### config.mk
export PLATFORM = sky130hd
export DESIGN_NAME = tick_pwm_generator
export DESIGN_NICKNAME = d
export VERILOG_FILES = /design/src/rtl/tick_pwm_generator.sv
export SDC_FILE = /design/constraint.sdc
export NUM_CORES = 1
export LEC_CHECK = 0
export CORE_MARGIN = 2
export CORE_UTILIZATION = 35
export CTS_BUF_LIST = sky130_fd_sc_hd__clkbuf_4 sky130_fd_sc_hd__clkbuf_8
export CTS_CLUSTER_DIAMETER = 60
export CTS_CLUSTER_SIZE = 14
export DETAILED_ROUTE_END_ITERATION = 12
export PLACE_DENSITY = 0.59
export SLEW_MARGIN = 20
export SYNTH_ARGS = -nofsm -noshare
export SYNTH_HDL_FRONTEND = slang
export SYNTH_SLANG_ARGS = --single-unit
### constraint.sdc
create_clock -name clk -period 5.1 [get_ports clk]
set_input_delay 0.765 -clock clk [delete_from_list [all_inputs] [get_ports clk]]
set_output_delay 0.765 -clock clk [all_outputs]
set_load 0.03 [all_outputs]
### src/rtl/tick_pwm_generator.sv
// Tick-driven PWM: synchronises a slow divider toggle, turns its edges into ticks and steps a
// period/duty counter. Define TICK_BOTH_EDGES_EN to tick on both edges of tick_in (default: rising only).
module tick_pwm_generator #(
    parameter int CNT_W       = 8,
    parameter int SYNC_STAGES = 2
) (
    input  logic             clk,
    input  logic             rst,
    input  logic             tick_in,
    input  logic             enable,
    input  logic             cfg_valid,
    output logic             cfg_ready,
    input  logic [CNT_W-1:0] period_in,
    input  logic [CNT_W-1:0] duty_in,
    output logic             pwm_out,
    output logic             period_end,
    output logic             tick_seen
);

    typedef enum logic {IDLE, RUN} state_t;

    state_t                 state_q, state_d;
    logic [SYNC_STAGES-1:0] sync_q, sync_d;
    logic                   prev_q, prev_d;
    logic                   synced, tick;
    logic [CNT_W-1:0]       cnt_q, cnt_d;
    logic [CNT_W-1:0]       period_act_q, period_act_d;
    logic [CNT_W-1:0]       duty_act_q, duty_act_d;
    logic [CNT_W-1:0]       shadow_period_q, shadow_period_d;
    logic [CNT_W-1:0]       shadow_duty_q, shadow_duty_d;
    logic                   pending_q, pending_d;
    logic                   pwm_q, pwm_d;
    logic                   period_end_q, period_end_d;
    logic                   tick_seen_q, tick_seen_d;
    logic                   apply_cfg;

    // tick_in is asynchronous: it only ever feeds the first synchroniser flop.
    always_comb begin
        sync_d      = {sync_q[SYNC_STAGES-2:0], tick_in};
        synced      = sync_q[SYNC_STAGES-1];
        prev_d      = synced;
`ifdef TICK_BOTH_EDGES_EN
        tick        = synced ^ prev_q;
`else
        tick        = synced & ~prev_q;
`endif
        tick_seen_d = tick;
    end

    // NOTE: every signal gets a default before the case so no path leaves it unassigned (no latches).
    always_comb begin
        state_d         = state_q;
        cnt_d           = cnt_q;
        period_act_d    = period_act_q;
        duty_act_d      = duty_act_q;
        shadow_period_d = shadow_period_q;
        shadow_duty_d   = shadow_duty_q;
        pending_d       = pending_q;
        period_end_d    = 1'b0;
        apply_cfg       = 1'b0;

        case (state_q)
            IDLE: begin
                cnt_d     = '0;
                apply_cfg = pending_q;
                if (enable) state_d = RUN;
            end
            RUN: begin
                if (!enable) begin
                    state_d = IDLE;
                    cnt_d   = '0;
                end else if (tick) begin
                    if (cnt_q == period_act_q) begin
                        cnt_d        = '0;
                        period_end_d = 1'b1;
                        apply_cfg    = pending_q;
                    end else begin
                        cnt_d = cnt_q + CNT_W'(1);
                    end
                end
            end
            default: state_d = IDLE;
        endcase

        // Capture only happens with the shadow empty, so it never collides with an apply.
        if (apply_cfg) begin
            period_act_d = shadow_period_q;
            duty_act_d   = shadow_duty_q;
            pending_d    = 1'b0;
        end
        if (cfg_valid && !pending_q) begin
            shadow_period_d = period_in;
            shadow_duty_d   = duty_in;
            pending_d       = 1'b1;
        end

        // Uses next-cycle count and duty so the output lines up with the counter after a reload.
        pwm_d = (state_d == RUN) && (cnt_d < duty_act_d);
    end

    // NOTE: state registers use non-blocking assignments so every flop samples pre-edge values.
    always_ff @(posedge clk or posedge rst) begin
        if (rst) begin
            state_q         <= IDLE;
            sync_q          <= '0;
            prev_q          <= 1'b0;
            cnt_q           <= '0;
            period_act_q    <= '0;
            duty_act_q      <= '0;
            shadow_period_q <= '0;
            shadow_duty_q   <= '0;
            pending_q       <= 1'b0;
            pwm_q           <= 1'b0;
            period_end_q    <= 1'b0;
            tick_seen_q     <= 1'b0;
        end else begin
            state_q         <= state_d;
            sync_q          <= sync_d;
            prev_q          <= prev_d;
            cnt_q           <= cnt_d;
            period_act_q    <= period_act_d;
            duty_act_q      <= duty_act_d;
            shadow_period_q <= shadow_period_d;
            shadow_duty_q   <= shadow_duty_d;
            pending_q       <= pending_d;
            pwm_q           <= pwm_d;
            period_end_q    <= period_end_d;
            tick_seen_q     <= tick_seen_d;
        end
    end

    assign cfg_ready  = ~pending_q;
    assign pwm_out    = pwm_q;
    assign period_end = period_end_q;
    assign tick_seen  = tick_seen_q;

endmodule

---- Word level (Yosys, flattened, before mapping) ----
Cells that the tools add are included.
operators by class
  reductions and logical operators ........ 4
  equality and inequality tests ........... 1
  bitwise gates (word level) .............. 4
  magnitude comparators ................... 1
  muxes and demuxes ....................... 16
  add/subtract/negate cells ............... 1
operators with widths
  cell                                         number
  two-way mux 8 bit                            4
  one-hot mux 8 bit (2 select lines)           1
  two-way mux 1 bit                            10
  adder 8 x 1 -> 8 bit, second input constant  1
  equality test 8 bit                          1
  less-than comparator 8 bit                   1
  NOT 1 bit                                    3
  logical AND 1 bit                            2
  one-hot mux 1 bit (2 select lines)           1
  nonzero test 2 bit                           1
  AND 1 bit                                    1
  logical NOT 1 bit                            1
storage, ports and cells
  register bits after elaboration ......... 48
  input bits .............................. 21
  output and inout port bits .............. 4
  logic and storage cells ................. 39

---- Depth between registers and ports, before layout ----
  depth in word-level cells ............... 8
  depth in mapped cells ................... 13
  gate-level depth less buffers ........... 11

---- Worst setup path before layout ----
OpenSTA, ideal clock, no wires.
  path kind ............................... register to register
  start ................................... register cnt_q[2]
  end ..................................... register pwm_q, in the netlist pwm_out
  stages on the path, launching flop included .. 13
  setup time .............................. 110 ps
  path slack .............................. 2031 ps
  required time ........................... 4990 ps
  data arrival time ....................... 2959 ps
  period minus slack after synthesis ...... 3069 ps
  buffers on the path ..................... 1
  cells stage by stage .................... dfrtp_1 -> xor2_1 -> or4_4 -> o41ai_4 -> nand2_2 -> buf_6 -> mux2i_1 -> ha_1 -> a21o_1 -> a21o_1 -> a211oi_1 -> nand2_1 -> o41ai_1
between the ends
  longest elaborated chain between the ends .. 8
  elaborated cells between the ends (all ways) .. 13
  classes of those cells .................. add/sub (1); order compare (1); eq/ne (1); mux (9); reduce/logical (1)
ends and longest elaborated chain
  what                                                                          line  RTL
  start: declaration                                                            26    logic [CNT_W-1:0] cnt_q, cnt_d;
  start signal: assignment                                                      120   cnt_q <= cnt_d;
  parallel branches: the longest is 6 deep, another holds adder 8 x 1 -> 8 bit  n/a
  less-than comparator 8 bit *                                                  98    pwm_d = (state_d == RUN) && (cnt_d < duty_act_d);
  logical AND 1 bit *                                                           98
  net pwm_d                                                                     32    logic pwm_q, pwm_d;
  end signal: assignment                                                        126   pwm_q <= pwm_d;
  end: declaration                                                              32
Mark *: on every way through the listed nets, which the timed path passes.
A chain may end at the register's enable or synchronous reset.

---- Worst setup path in the final report ----
  start ................................... input port enable
  end ..................................... register pwm_q, in the netlist pwm_out
between the ends
  longest elaborated chain between the ends .. 5
  elaborated cells between the ends (all ways) .. 8
  classes of those cells .................. order compare (1); mux (6); reduce/logical (1)
ends and longest elaborated chain
  what                                line  RTL
  start: declaration                  10    input logic enable,
  two-way mux 1 bit                   69    if (!enable) begin
  one-hot mux 1 bit (2 select lines)  62    case (state_q)
  two-way mux 8 bit                   86    if (apply_cfg) begin
  less-than comparator 8 bit          98
  logical AND 1 bit *                 98
  net pwm_d                           32
The timed path passes the listed nets; every way through them passes the cells marked *.

==> results.md <==
* Final Routed Wirelength at 4.20 mm
* Overflow left after global routing at 0
* Fraction of synthesized cell area taken by the top area cell type at between 50 and 60%
* Run status: finished, final reports clean
* Core Footprint at between 6000 and 7000 um2
* Detail-routed via count per cell at 5.01
* Area leader, netlist: sky130_fd_sc_hd__dfrtp_1
* Top cells by area in the synthesized netlist: sky130_fd_sc_hd__dfrtp_1 53%, sky130_fd_sc_hd__mux2_2 8.9%, sky130_fd_sc_hd__mux2_4 8.6%
* Critical path class: input port to flip-flop
* Post-synthesis net count at approximately 200
* Hold bufs inserted after CTS at 0
* Routability congestion estimate from global placement at 0.804
* End point of the worst hold path: sync_q[1]
* Min Tclk post-route at 3.49 ns
* IR drop worst, VDD at ~0.00019 V
* Share of synthesized area spent on multiplexers at 20.9%
* DIE WIDTH at about 85 um
* Startpoint of the worst register-to-register path: cnt_q[2]
* P_int at 782 uW
* Fmax achieved at between 0.2 and 0.3 GHz
* Vias in the first global route at 1483
* Min-Delay Path Depth at 0
* CTS resizes at 0
* Beginning of the worst hold path: sync_q[0]
* Number of register bits inferred by synthesis at 48
* Clock-pin slew reported for the worst setup and hold paths after clock tree synthesis at 0.10 ns
* Number of distinct library cells after synthesis at 35
* Final setup violating endpoints at 0
* Die area at 7180 um2
* Fraction of the yosys area taken by sequential cells at 52.6%
* Post-layout power at between 1 and 1.5 mW
* Arrival time at the worst endpoint at 3.71 ns
* Synth Area in Adders at 4.39%
* Switching fraction of total power at between 20% and 30%
* Xor/xnor cell area share of the yosys netlist at 5.76%
* Pre-Repair DR Iteration Count at 4
* Total global-route track usage at 13.5%
* Capturing element type of the critical path: flip-flop
* Clk_lat worst skew at 0.32 ns
* Leak at 1.25 nW
* Net load switching power at 300 uW
* Detailed-route wire length per cell at 15.3 um
* Clock Skew at ~0.015 ns
* Starting Density at between 30% and 40%
* Max Cap Viol at 0
* Via count of the routed design at 1373
* Starting DRC count in detailed routing at 41
* Count of flip-flops with a built-in enable after synthesis at 0
* TritonCTS clock tree: built
* Final Max Slew Viols at 0
* Die outline height at 84.8 um
* Global-route wire length before repair at 7.41 mm
* Largest net degree at the start of global routing at 49
* Number of diodes added for antenna fixing at 0
* Area fraction in compound gates after synthesis at 5.59%
* Site row count at 29
* Sum of net half-perimeters after detailed placement at slightly below 3 mm
* Post-layout nets at 225
* Clock share of power at 26.3%
* Relative slew slack at about 45%
* Final Hold Vio Count at 0
* Primary FF master, synth: sky130_fd_sc_hd__dfrtp_1
* Combinational Power Share at 24.9%
* Reg-to-reg setup timing slack at ~1.7 ns
* End of the worst register-to-register path: pwm_out
* Most frequent standard cell in the layout excluding fill and tap cells: sky130_fd_sc_hd__dfrtp_1
* Synth Instances at 167
* Netlist Area Pre-Place at 2280 um2
* Remaining design rule violation count at 0
* Buffers inserted during post-CTS setup optimization at 0
* Total negative slack for setup checks at 0 ns
* Root cell of the clock tree: sky130_fd_sc_hd__clkbuf_8
* Fraction of the mapped netlist area in simple logic gates at 8.55%
* Hold WC Path Type: flip-flop to flip-flop
* Commonest cells after routing, fill and taps aside: 48 x sky130_fd_sc_hd__dfrtp_1, 24 x sky130_fd_sc_hd__clkdlybuf4s50_1, 18 x sky130_fd_sc_hd__mux2_2, 13 x sky130_fd_sc_hd__mux2_4, 10 x sky130_fd_sc_hd__xor2_1
* Top Ports at 25
* Layout overhead on the synthesized area at 19.2%
* Sort of element at the start of the critical path: input port
* Antenna-violating nets left at 0
* Share of final-layout standard cells stronger than drive strength 1 at 24.9%
* Total power per unit cell area at 398 nW/um2
* Syn. warnings at 0
* Combinational family with the most area after synthesis: multiplexers
* Unrepaired setup endpoints after global routing: false
* Required time reported for the critical path endpoint at 5.32 ns
* Final period utilization at 68.5%
* Number of CTS-inserted buffers at 5
* Depth of the CTS H-tree at 2
* Synthesized area divided by synthesized cell count at 13.7 um2
* Ys async rst share at 100%
* Clock sink count at 48
* Number of cells traversed by the worst register-to-register path at 11
* Max Root-Sink Buffers at 2
* Max FO, Critical Path at 14
* Initial antenna violation count at 0
* Count of buffers from port buffering at 24
* Relative contribution of sequential cells to total power at between 40% and 50%
* Pin slew with the least headroom to its limit at 0.821 ns
critical path, cell delays in order:
cell                              delay (ns)
sky130_fd_sc_hd__clkdlybuf4s50_1        0.63
sky130_fd_sc_hd__inv_1                  0.14
sky130_fd_sc_hd__o41ai_4                0.41
sky130_fd_sc_hd__nand2_2                0.26
sky130_fd_sc_hd__buf_4                  0.30
sky130_fd_sc_hd__mux2i_1                0.15
sky130_fd_sc_hd__ha_1                   0.31
sky130_fd_sc_hd__a21o_1                 0.16
sky130_fd_sc_hd__a211oi_1               0.26
sky130_fd_sc_hd__nand2_1                0.08
sky130_fd_sc_hd__o41ai_1                0.23
sequential cells by signal, indices dropped and copies added, names as in the netlist, 2 cells and up:
| name | flops |
|---|---|
| cnt_q | 8 |
| shadow_duty_q | 8 |
| sync_q | 2 |
| shadow_period_q | 8 |
| duty_act_q | 8 |
| period_act_q | 8 |
cells by family (layout without fill, tap and decap cells):
group / Yosys count / after routing
DFF: 48 / 48
adders and majority gates: 8 / 8
muxes: 39 / 39
AOI/OAI and AO/OA: 12 / 12
buffers and inverters: 9 / 39
and+or+nand+nor: 36 / 36
xor gates and xnor gates: 15 / 15
Yosys cell counts (2+ instances only):
library cell / count
sky130_fd_sc_hd__nand4_1: 3
sky130_fd_sc_hd__clkbuf_1: 3
sky130_fd_sc_hd__nor4_1: 2
sky130_fd_sc_hd__nor2b_1: 2
sky130_fd_sc_hd__nor2_1: 8
sky130_fd_sc_hd__a21o_1: 2
sky130_fd_sc_hd__nand3_1: 5
sky130_fd_sc_hd__ha_1: 8
sky130_fd_sc_hd__a211oi_1: 2
sky130_fd_sc_hd__inv_1: 4
sky130_fd_sc_hd__and3_1: 2
sky130_fd_sc_hd__mux2_4: 13
sky130_fd_sc_hd__dfrtp_1: 48
sky130_fd_sc_hd__mux2i_1: 8
sky130_fd_sc_hd__and2_1: 2
sky130_fd_sc_hd__mux2_2: 18
sky130_fd_sc_hd__xor2_1: 10
sky130_fd_sc_hd__buf_6: 2
sky130_fd_sc_hd__nand2_1: 5
sky130_fd_sc_hd__xnor2_1: 5
through the flow:
stage	std cells	utilization [%]	setup slack, ns	cell area, um2	hold WS, ns
floorplan	167	-	2.03	2280	0.331
global placement	266	41.3	1.36	2610	0.333
detailed placement	266	41.3	1.23	2610	0.347
CTS	274	43.1	1.58	2720	0.372
global route	274	43.1	1.41	2720	0.373
finish	274	43.1	1.61	2720	0.366
power groups by stage:
stage	clock network, mW	logic [mW]	registers (mW)
floorplan	0	0.217	0.519
global placement	0	0.267	0.533
detailed placement	0	0.272	0.535
CTS	0.295	0.275	0.528
global route	0.310	0.301	0.541
finish	0.285	0.270	0.527
area by class of cell:
cell class	count	area, um2
clock buffer	6	76.3
clock inverter	2	35.0
fill	602	3590
inverter	4	16.3
multi-input combinational	110	1030
sequential	48	1200
tap	77	96.3
timing repair buffer	27	263
routing by layer:
layer  wire length, um  track usage (%)
met2              1900             20.0
met1              2050             18.3
met3               152             3.05
met5                 0                0
met4                91             7.36
how the worst max path moves through the flow:
stage	to	slack, ns	from	cells after the start
floorplan	pwm_out	2.03	cnt_q[2]	12
global placement	pwm_out	1.36	enable	11
detailed placement	pwm_out	1.23	enable	11
CTS	pwm_out	1.58	enable	11
global route	pwm_out	1.41	enable	11
finish	pwm_out	1.61	enable	11
Note: power is estimated with default switching activity, not from simulation.
